File: src/rtl/regfile_pkg.sv
// Shared constants for the 2-read/1-write datapath register file.
package regfile_pkg;

  localparam int DEF_DATA_W = 32;
  localparam int DEF_ADDR_W = 5;
  localparam int REG_COUNT  = 32;
  localparam logic [4:0] ZERO_REG = 5'd0;

endpackage

File: src/rtl/regfile_if.sv
// Bus bundle between the decode stage (master) and the register file (slave).
interface regfile_if
  import regfile_pkg::*;
#(
  parameter int DATA_W = DEF_DATA_W,
  parameter int ADDR_W = DEF_ADDR_W
);

  logic              we;
  logic              reg_dst;
  logic [ADDR_W-1:0] write0_addr;
  logic [ADDR_W-1:0] write1_addr;
  logic [DATA_W-1:0] write_data;
  logic [ADDR_W-1:0] read0_addr;
  logic [ADDR_W-1:0] read1_addr;
  logic [DATA_W-1:0] read0_data;
  logic [DATA_W-1:0] read1_data;

  modport master (
    output we, reg_dst, write0_addr, write1_addr, write_data,
    output read0_addr, read1_addr,
    input  read0_data, read1_data
  );

  modport slave (
    input  we, reg_dst, write0_addr, write1_addr, write_data,
    input  read0_addr, read1_addr,
    output read0_data, read1_data
  );

endinterface

File: src/rtl/regfile_read_port.sv
// One registered read port: r0 reads as zero, a same-edge write to the
// addressed register is forwarded, otherwise the stored value is returned.
module regfile_read_port
  import regfile_pkg::*;
#(
  parameter int DATA_W = DEF_DATA_W,
  parameter int ADDR_W = DEF_ADDR_W
) (
  input  logic                                 clk,
  input  logic                                 rst_all,
  input  logic [(2**ADDR_W)-1:0][DATA_W-1:0]   mem,
  input  logic [ADDR_W-1:0]                    raddr,
  input  logic                                 we,
  input  logic [ADDR_W-1:0]                    waddr,
  input  logic [DATA_W-1:0]                    write_data,
  output logic [DATA_W-1:0]                    rdata
);

  // The zero check is ahead of the bypass so a discarded r0 write never leaks.
  always_ff @(posedge clk) begin
    if (rst_all) begin
      rdata <= '0;
    end else if (raddr == ADDR_W'(ZERO_REG)) begin
      rdata <= '0;
    end else if (we && (waddr == raddr)) begin
      rdata <= write_data;
    end else begin
      rdata <= mem[raddr];
    end
  end

endmodule

File: src/rtl/regfile_2r1w.sv
// 32x32 register file with two registered read ports, one write port and
// a reg_dst-selected write address.
module regfile_2r1w
  import regfile_pkg::*;
#(
  parameter int DATA_W = DEF_DATA_W,
  parameter int ADDR_W = DEF_ADDR_W
) (
  input logic       clk,
  input logic       rst_all,
  regfile_if.slave  bus
);

  localparam int ENTRIES = 2**ADDR_W;

  logic [ENTRIES-1:0][DATA_W-1:0] mem;
  logic [ADDR_W-1:0]              waddr;
  logic                           wcommit;

  assign waddr   = bus.reg_dst ? bus.write1_addr : bus.write0_addr;
  assign wcommit = bus.we && (waddr != ADDR_W'(ZERO_REG));

  // Reset wins over a write on the same edge; entry 0 is never written.
  always_ff @(posedge clk) begin
    if (rst_all) begin
      mem <= '0;
    end else if (wcommit) begin
      mem[waddr] <= bus.write_data;
    end
  end

  regfile_read_port #(
    .DATA_W (DATA_W),
    .ADDR_W (ADDR_W)
  ) u_read0 (
    .clk        (clk),
    .rst_all    (rst_all),
    .mem        (mem),
    .raddr      (bus.read0_addr),
    .we         (bus.we),
    .waddr      (waddr),
    .write_data (bus.write_data),
    .rdata      (bus.read0_data)
  );

  regfile_read_port #(
    .DATA_W (DATA_W),
    .ADDR_W (ADDR_W)
  ) u_read1 (
    .clk        (clk),
    .rst_all    (rst_all),
    .mem        (mem),
    .raddr      (bus.read1_addr),
    .we         (bus.we),
    .waddr      (waddr),
    .write_data (bus.write_data),
    .rdata      (bus.read1_data)
  );

endmodule
File: src/flat_wrapper.sv
// flat-port wrapper written by rule: the top's interface ports become plain ports
module regfile_2r1w_flat import regfile_pkg::*;
#(
  parameter int DATA_W = DEF_DATA_W,
  parameter int ADDR_W = DEF_ADDR_W
)
  (clk, rst_all, bus_we, bus_reg_dst, bus_write0_addr, bus_write1_addr, bus_write_data, bus_read0_addr, bus_read1_addr, bus_read0_data, bus_read1_data);
  regfile_if #(.DATA_W(DATA_W), .ADDR_W(ADDR_W)) bus_i ();
  input logic clk;
  input logic rst_all;
  input wire logic [$bits(bus_i.we)-1:0] bus_we;
  input wire logic [$bits(bus_i.reg_dst)-1:0] bus_reg_dst;
  input wire logic [$bits(bus_i.write0_addr)-1:0] bus_write0_addr;
  input wire logic [$bits(bus_i.write1_addr)-1:0] bus_write1_addr;
  input wire logic [$bits(bus_i.write_data)-1:0] bus_write_data;
  input wire logic [$bits(bus_i.read0_addr)-1:0] bus_read0_addr;
  input wire logic [$bits(bus_i.read1_addr)-1:0] bus_read1_addr;
  output wire logic [$bits(bus_i.read0_data)-1:0] bus_read0_data;
  output wire logic [$bits(bus_i.read1_data)-1:0] bus_read1_data;
  assign bus_i.we = bus_we;
  assign bus_i.reg_dst = bus_reg_dst;
  assign bus_i.write0_addr = bus_write0_addr;
  assign bus_i.write1_addr = bus_write1_addr;
  assign bus_i.write_data = bus_write_data;
  assign bus_i.read0_addr = bus_read0_addr;
  assign bus_i.read1_addr = bus_read1_addr;
  assign bus_read0_data = bus_i.read0_data;
  assign bus_read1_data = bus_i.read1_data;
  regfile_2r1w #(.DATA_W(DATA_W), .ADDR_W(ADDR_W)) u_core (.clk(clk), .rst_all(rst_all), .bus(bus_i));
endmodule
File: config.mk
export PLATFORM = sky130hd
export DESIGN_NAME = regfile_2r1w_flat
export DESIGN_NICKNAME = d
export VERILOG_FILES = /design/src/rtl/regfile_pkg.sv /design/src/rtl/regfile_if.sv /design/src/rtl/regfile_read_port.sv /design/src/rtl/regfile_2r1w.sv /design/src/flat_wrapper.sv
export SDC_FILE = /design/constraint.sdc
export NUM_CORES = 2
export LEC_CHECK = 0
export CAP_MARGIN = 30
export CORE_MARGIN = 2
export CORE_UTILIZATION = 40
export DETAILED_ROUTE_END_ITERATION = 10
export PLACE_DENSITY = 0.55
export SLEW_MARGIN = 20
export SYNTH_ARGS = -nofsm -noshare
export SYNTH_HDL_FRONTEND = slang
export SYNTH_SLANG_ARGS = --single-unit
File: constraint.sdc
create_clock -name clk -period 3.8 [get_ports clk]
set_input_delay 0.76 -clock clk [delete_from_list [all_inputs] [get_ports clk]]
set_output_delay 0.76 -clock clk [all_outputs]
set_load 0.005 [all_outputs]
==> flow_summary.ini <==
[cells_and_area]
drive_above_1_share_pct = 20.3
final_cells = 7526
synthToLayoutAreaGrowth_pct = 14.5
final_net_count = 5721

[setup_path]
cp-start-kind = input pin
crit_slowest_cell = nor2_4
cp_common_cell = buf_4
critPathRequiredTime_ns = 4.45
path_cells = clkdlybuf4s50_1 > buf_4 > mux2_2 > nand4_1 > buf_12 > nor2_4 > buf_4 > nand2_1 > a21oi_1
end_kind = flop
slowest_delay_ns = 0.71
criticalPathCategory = in2reg
critical_path_arrival_ns = 3.59
crit_fanout = 21
r2r_cells = 5

[routing]
vias_per_cell = 6.05
via_count = 45600
route.detailed.drc = 0
wl_per_cell_um = 27.8
drt_iter0_drc = 5947
routed_wl_um = 209000
ant_nets = 0
dr.pass1.iters = 6

[sta]
tightest_slew_ns = 1.14
rsz0062_at_grt = no
max_freq_mhz = 341
period_share_pct = 77.3
finalClockSkew_ns = 0.0300
finalHoldViolCount = 0
setup_viol = 0
max_slew_margin_pct = 24.3
finalCriticalPeriod_ns = 2.94
final_max_slew_viol_count = 0
totalNegativeSetupSlack_ns = 0

[yosys]
synth_ff_type = dfxtp_1
async_reset_ff_share_pct = 0
syn-num-nets = 5871
yosysWarnings = 0
synth_cell_types = 30
syn_avg_cell_area_um2 = 9.25
synth_top_cell_area_share_pct = 40.5
yosysSeqAreaShare_pct = 40.5
synthCells = 5815
yosysMostFrequentCell = nand2_1
yosys-top-cells-area = dfxtp_1 40%, mux4_2 24%, nand2_1 14%
synth-seq-cells = 1088
synth_area_leader_cell = dfxtp_1
synth_commonest_cells = 1987 x nand2_1, 1088 x dfxtp_1, 1056 x a21oi_1, 576 x mux4_2, 461 x clkbuf_1
synth_edf_count = 0
syn-cell-area_mm2 = 0.0538

[cts]
cts_hold_buf = 0
clock_latency_ns = 0.75
clk_path_buf_depth = 3
cts-resized-gates = 0
htreeDepth = 3
cts_made_buffers = 113
path_clk_slew_ns = 0.06
cts_setup_buffers = 0
cts_tree = done
cts_sinks = 1088
cts_root_buffer = clkbuf_16

[placed_design]
dp.cells = 7315
portBuffers = 119
place_congestion = 0.872
dp.final_hpwl_um = 127000

[flow_run]
cap_violations = 0

[floorplanning]
start_util_pct = 40.3
die_y_um = 371
num_rows = 134
io_pins = 120
die_area_mm2 = 0.137
die_w_um = 371
core_area_mm2 = 0.133

[global_routing]
grt_max_degree = 213
grt_overflow_total = 0
grt_pass1_wl_um = 303000
grt.total_usage_pct = 29.9
antenna_found_initial = 19
first_global_vias = 43300

[min_path]
hold_path.class = in2reg
hold_depth = 2

[power_and_ir_drop]
power.leakage_nw = 19.9
power_density_mw_per_mm2 = 417
peakVddDrop_mv = 0.338

[run_status]
status = finished clean
## kinds of logic after synthesis
family	count (synthesis)	synth area share (%)
xor gates and xnor gates	10	0.163
buffers and inverters	651	5.05
AOI/OAI and AO/OA	1192	11.7
muxes	712	26.8
and+or+nand+nor	2162	15.8
DFF	1088	40.5
## worst max-delay path: cells and delay by family
family	cells	cell delay, ns
AOI/OAI and AO/OA	1	0.17
buffers and inverters	4	1.40
muxes	1	0.27
and+or+nand+nor	3	0.96
## path summary, 6_finish.rpt
check | start | end | slack [ns]
min reg2reg | u_core.mem[202]$_SDFFE_PP0P_ | u_core.mem[202]$_SDFFE_PP0P_ | 0.46
max | bus_reg_dst | u_core.mem[856]$_SDFFE_PP0P_ | 0.86
max reg2reg | u_core.mem[742]$_SDFFE_PP0P_ | u_core.u_read0.rdata[6]$_SDFF_PP0_ | 1.76
min | rst_all | u_core.mem[714]$_SDFFE_PP0P_ | 0.42
## power by group
group / leakage, nW / internal, W / switching (W)
clock network: 1.89 / 0.00692 / 0.00490
logic: 9.26 / 0.000783 / 0.00145
registers: 8.78 / 0.0115 / 0.000126
## final cells by class
cell class / count / area, um^2
multi-input cells: 4076 / 29600
well taps: 1768 / 2210
clock buffers: 172 / 3380
fillers: 12500 / 71800
diodes: 3 / 7.51
flip-flops and latches: 1088 / 21800
clock inverters: 33 / 492
inverters: 2 / 7.51
repair buffers: 384 / 4160
## stage by stage
| step | utilization, % | hold slack, ns | power (W) | area (um^2) | setup slack (ns) |
|---|---|---|---|---|---|
| 4_1_cts | 46.1 | 0.380 | 0.0258 | 61600 | 0.961 |
| 5_1_grt | 46.2 | 0.422 | 0.0263 | 61600 | 0.845 |
| 2_1_floorplan | - | 0.443 | 0.0131 | 53800 | 1.08 |
| 6_report | 46.2 | 0.419 | 0.0257 | 61600 | 0.864 |
| 3_5_place_dp | 43.2 | 0.455 | 0.0141 | 57700 | 0.212 |
| 3_3_place_gp | 43.1 | 0.448 | 0.0141 | 57500 | 0.180 |
## flip-flops by register name, summed over array words and instances (netlist names)
signal                flops
u_core.u_read0.rdata     32
u_core.u_read1.rdata     32
u_core.mem             1024
## cells in the final DEF (no fill, tap or decap), types with 2 or more instances in the layout
cell type / n
clkdlybuf4s50_1: 107
nand2_1: 1987
nand4_1: 10
dfxtp_1: 1088
xor2_1: 4
nor2b_1: 33
nor2_1: 2
buf_4: 190
buf_12: 66
diode_2: 3
buf_8: 10
clkinv_2: 12
inv_6: 3
a32oi_2: 2
mux2_2: 67
inv_1: 2
o21ai_0: 64
clkinvlp_4: 6
buf_16: 4
a32o_1: 64
a21oi_1: 1056
nor2_4: 31
mux4_2: 576
or2_2: 31
mux2i_1: 69
buf_6: 4
clkbuf_8: 27
nor3_4: 2
o21ba_2: 2
bufinv_16: 12
clkbuf_1: 30
clkbuf_16: 117
nand2b_1: 64
or4_1: 2
xnor2_1: 6
## layer usage
metal / GRT usage (%) / part of all wire, % / up-vias
li1: - / - / 19900
met1: 40.3 / 40 / 22700
met2: 47.3 / 46 / 2441
met3: 6.22 / 10 / 471
met4: 11.6 / 3.9 / 12
met5: 0 / 0.036 / -
No activity file was read; power rests on OpenSTA's default activity.
